===== config.mk =====
export PLATFORM = sky130hd
export DESIGN_NAME = conv_window_gen
export DESIGN_NICKNAME = d
export VERILOG_FILES = /design/src/rtl/conv_window_gen.sv
export SDC_FILE = /design/constraint.sdc
export NUM_CORES = 1
export LEC_CHECK = 0
export CORE_MARGIN = 2
export CORE_UTILIZATION = 49
export CTS_CLUSTER_SIZE = 28
export DETAILED_ROUTE_END_ITERATION = 10
export PLACE_DENSITY_LB_ADDON = 0.1
export SYNTH_ARGS = -nofsm -noshare
export SYNTH_HDL_FRONTEND = slang
export SYNTH_SLANG_ARGS = --single-unit

===== constraint.sdc =====
create_clock -name clk -period 13.8 [get_ports clk]
set_input_delay 2.76 -clock clk [delete_from_list [all_inputs] [get_ports clk]]
set_output_delay 2.76 -clock clk [all_outputs]
set_load 0.03 [all_outputs]

===== src/rtl/conv_window_gen.sv =====
// conv_window_gen: raster pixel stream -> 3x3 valid-mode windows for the conv engine.
// Optional: define CONV_WIN_CNT_EN to add the per-frame window counter output win_cnt.
module conv_window_gen #(
  parameter int IMG_W = 64,
  parameter int IMG_H = 64
) (
  input  logic        clk,
  input  logic        rst,
  input  logic        start,
  input  logic        in_valid,
  input  logic [7:0]  in_data,
  output logic        busy,
  output logic [7:0]  win1,
  output logic [7:0]  win2,
  output logic [7:0]  win3,
  output logic [7:0]  win4,
  output logic [7:0]  win5,
  output logic [7:0]  win6,
  output logic [7:0]  win7,
  output logic [7:0]  win8,
  output logic [7:0]  win9,
  output logic        win_valid,
  output logic        frame_done
`ifdef CONV_WIN_CNT_EN
  ,
  output logic [15:0] win_cnt
`endif
);

  localparam int CW = $clog2(IMG_W);
  localparam int RW = $clog2(IMG_H);
  localparam logic [CW-1:0] COL_LAST = CW'(IMG_W - 1);
  localparam logic [RW-1:0] ROW_LAST = RW'(IMG_H - 1);

  typedef enum logic {
    IDLE,
    RUN
  } state_t;

  state_t        state, state_nxt;
  logic [CW-1:0] col, col_nxt;
  logic [RW-1:0] row, row_nxt;
  logic          accept;
  logic          last_pix;
  logic          win_ok;

  logic [7:0] lb0 [IMG_W];
  logic [7:0] lb1 [IMG_W];
  logic [7:0] top_px;
  logic [7:0] mid_px;

  // The two most recent columns of each window row; the third column is the incoming one.
  logic [7:0] hist    [3][2];
  logic [7:0] win_nxt [9];
  logic [7:0] win_q   [9];

  assign last_pix = (col == COL_LAST) && (row == ROW_LAST);
  assign win_ok   = (row >= RW'(2)) && (col >= CW'(2));
  assign busy     = (state == RUN);

  // NOTE: every signal written here gets a default first, so no path can infer a latch.
  always_comb begin
    state_nxt = state;
    col_nxt   = col;
    row_nxt   = row;
    accept    = 1'b0;
    unique case (state)
      IDLE: begin
        if (start) begin
          state_nxt = RUN;
          col_nxt   = '0;
          row_nxt   = '0;
        end
      end
      RUN: begin
        if (in_valid) begin
          accept = 1'b1;
          if (col == COL_LAST) begin
            col_nxt = '0;
            row_nxt = (row == ROW_LAST) ? '0 : row + 1'b1;
          end else begin
            col_nxt = col + 1'b1;
          end
          if (last_pix) state_nxt = IDLE;
        end
      end
      default: state_nxt = IDLE;
    endcase
  end

  always_comb begin
    top_px = lb1[col];
    mid_px = lb0[col];
    for (int r = 0; r < 3; r++) begin
      win_nxt[3*r]     = hist[r][0];
      win_nxt[3*r + 1] = hist[r][1];
    end
    win_nxt[2] = top_px;
    win_nxt[5] = mid_px;
    win_nxt[8] = in_data;
  end

  // NOTE: sequential state uses non-blocking assignments so every register samples pre-edge values.
  always_ff @(posedge clk or posedge rst) begin
    if (rst) begin
      state      <= IDLE;
      col        <= '0;
      row        <= '0;
      win_valid  <= 1'b0;
      frame_done <= 1'b0;
      hist       <= '{default: '0};
      win_q      <= '{default: '0};
    end else begin
      state      <= state_nxt;
      col        <= col_nxt;
      row        <= row_nxt;
      win_valid  <= accept && win_ok;
      frame_done <= accept && last_pix;
      if (accept) begin
        for (int r = 0; r < 3; r++) hist[r][0] <= hist[r][1];
        hist[0][1] <= top_px;
        hist[1][1] <= mid_px;
        hist[2][1] <= in_data;
        // Outputs only load on complete windows, so row-boundary stale columns never appear.
        if (win_ok) win_q <= win_nxt;
      end
    end
  end

  // NOTE: line buffers carry no reset; each frame rewrites a column before it ever feeds a valid window.
  always_ff @(posedge clk) begin
    if (accept) begin
      lb1[col] <= lb0[col];
      lb0[col] <= in_data;
    end
  end

`ifdef CONV_WIN_CNT_EN
  always_ff @(posedge clk or posedge rst) begin
    if (rst) begin
      win_cnt <= '0;
    end else if (state == IDLE && start) begin
      win_cnt <= '0;
    end else if (accept && win_ok) begin
      win_cnt <= win_cnt + 16'd1;
    end
  end
`endif

  assign win1 = win_q[0];
  assign win2 = win_q[1];
  assign win3 = win_q[2];
  assign win4 = win_q[3];
  assign win5 = win_q[4];
  assign win6 = win_q[5];
  assign win7 = win_q[6];
  assign win8 = win_q[7];
  assign win9 = win_q[8];

endmodule


==> impl_results.md <==
- Die area: 94,700 sq um
- Reg2reg start: col[0]
- Slew headroom: ~12%
- Final Hold Slack: 0.461 ns
- HPWL Detailed: 66,000 microns
- Worst skew pair latency: 0.70 ns
- Cells resized by post-CTS repair: 0
- Total CTS buffers: 116
- Top Registers: lb0 x512, lb1 x512, hist x48
- CP startpoint: col[0]
- Area growth syn-to-layout: 13.4%
- DR WL/cell: 27.1 microns
- Synth Cell Area: between 40,000 and 50,000 sq um
- Main synth FF type: edfxtp_1
- Fillers: a little over 7,000
- Root buffer cell: clkbuf_16
- Total negative setup slack: 0 ns
- Min-Delay Path Class: reg -> reg
- Outcome: complete, no violations
- Async SR Flop Fraction: a little under an eighth
- Arrival time at the worst endpoint: 5.96 ns
- # Post-CTS Setup Buffers: 0
- DR pass1 iterations: 6
- Pleak: 0.0184 uW
- Antenna violations before repair: 4
- Initial Utilization: 49.4%
- Sequential share of the synthesized area: around 76%
- PwrDens: 192 nW/um^2
- Worst setup margin: 8.05 ns
- Worst slack, placed: 8.02 ns
- Post-route ant nets: 0
- Clock Skew: about 0.036 ns
- FMAX: between 150 and 200 MHz
- PortBufs: 86
- Peak supply drop: between 150 and 200 uV
- Total Routing Usage GR: between 20% and 30%
- H-tree depth: 3
- Largest cells by area after synthesis: edfxtp_1 (68%), mux2i_1 (11%), dfrtp_1 (7.5%)
- Clk sink count: 1,159
- Syn Nets: approximately 2,800
- # setup viols final: 0
- Vias per inst: 5.87
- Min-delay src: hist[10]
- Layout net count: 2,976
- Max Cap Viol: 0
- Grt total ovfl: 0
- Via count: around 25,000
- Synth unique cells: 41
- Total routed wirelength: between 100,000 and 150,000 microns
- I/O pin count: just under 90
- Die X-Extent: a little over 300 microns
- DRC viols: 0
- Syn avg cell area: between 15 and 20 sq um
- Power Total: roughly 9800 uW
- Pins Over Slew Limit: 0
- Vias in the first global route: between 20,000 and 25,000
- Post-synth top cells: edfxtp_1 (1,024), mux2i_1 (479), nand2_1 (391)
- Hold-fix buffers, CTS: 0
- Count leader, synth: edfxtp_1
- Post-layout util: between 50% and 60%
- Worst Tran Pin Value: 1.32 ns
- Startpoint Class: flop
- CTS tree: yes
- First-pass GRT wire length: 168,000 microns
- Clk slew on worst S/H paths: about 0.060 ns
- Maximum clock path buffer count: 3
- Crit path max fanout: roughly 130
- Ys Warns: 0
- Kind of critical path: reg -> reg
- Post-synth EDFFs: roughly 1,000
- Core area: 91,500 sq um
- Yosys reg bits: ~1,200
- Die Y: ~310 microns
- Largest net degree at the start of global routing: about 130
- Post-synth top area cell: edfxtp_1
- Syn Inst Count: about 2,800
- RSZ-0062 raised after global routing: false
- Drt first-iter violations: ~2,700
- Placer Congestion: 0.865
- Rows: between 100 and 150
- CP Capture Type: flop
- Share of layout cells above drive strength 1: 11.0%
- CP required: around 14 ns
- Post-synth top area share: a little under 70%
- Crit path time final: between 5 and 6 ns
- Final Cycle Share: a little over two fifths
- Hold Violations, Final: 0
## worst paths after layout
path	to	depth (start not counted)	slack, ns
worst min register to register	win7[2]	2	0.46
worst max-delay path	lb1[56][7]	8	8.05
max in group asynchronous	col[0]	3	9.86
worst min-delay path	win7[2]	2	0.46
min in group asynchronous	hist[13]	2	2.59
worst max register to register	lb1[56][7]	8	8.05
## power by group
| part | switching, uW | internal [uW] |
|---|---|---|
| registers | 84.9 | 4510 |
| clock network | 1310 | 1790 |
| logic | 1680 | 457 |
| total | 3070 | 6760 |
## metal layers
metal	up-vias	GRT usage, %	wire (microns)
met3	163	5.60	8720
met5	-	0	0
met2	916	38.5	54100
met4	0	7.11	2830
met1	12800	34.4	49600
li1	11000	-	-
## worst max-delay path, cell delays in order (launching register included)
cell	delay (ns)
dfrtp_4	0.75
buf_12	0.58
buf_4	0.87
buf_4	0.86
mux2_2	0.41
o21ai_0	0.20
a211oi_1	0.09
nor4_1	0.75
inv_2	0.67
## cell type report
type | instances | area, sq um | area share [%]
repair buffers | 194 | 1660 | 3.23
multi-input cells | 1478 | 10200 | 19.8
clock buffers | 148 | 3140 | 6.12
diodes | 2 | 5.00 | 0.00976
well taps | 1186 | 1480 | 2.89
flip-flops and latches | 1159 | 34100 | 66.6
inverters | 11 | 46.3 | 0.0903
clock inverters | 74 | 642 | 1.25
## cells by family after synthesis
logic type | count (synthesis) | share of synthesized area, %
mux | 508 | 11.5
buf+inv | 174 | 2.08
flops | 1159 | 75.5
xor+xnor | 2 | 0.0388
fa+ha+maj | 4 | 0.111
compound gates | 325 | 4.72
simple gates | 639 | 6.00
## placed cells by master, fill, tap and decap left out, types with 4 or more instances in the layout
cell,n
mux2_2,21
buf_2,8
clkdlybuf4s50_1,78
buf_4,106
and3_1,4
ha_1,4
dfrtp_1,134
clkbuf_16,120
nor2_1,83
nor4_1,10
mux2i_1,479
bufinv_16,10
nand3_1,100
clkinv_1,26
a21oi_1,60
clkinv_2,25
inv_2,8
nand4_1,22
mux4_2,8
nand2b_1,9
nand2_1,390
o22ai_1,7
clkinvlp_4,8
edfxtp_1,1024
inv_6,4
nand3b_1,5
a22oi_1,170
clkbuf_1,25
a211oi_1,18
o21ai_0,62
## metrics by stage
step	instances	cell area [sq um]
3_3_place_gp	4028	47500
2_1_floorplan	2811	45200
5_1_grt	4250	51300
3_5_place_dp	4028	47500
4_1_cts	4250	51300
6_report	4252	51300
No activity file was read; power rests on OpenSTA's default activity.
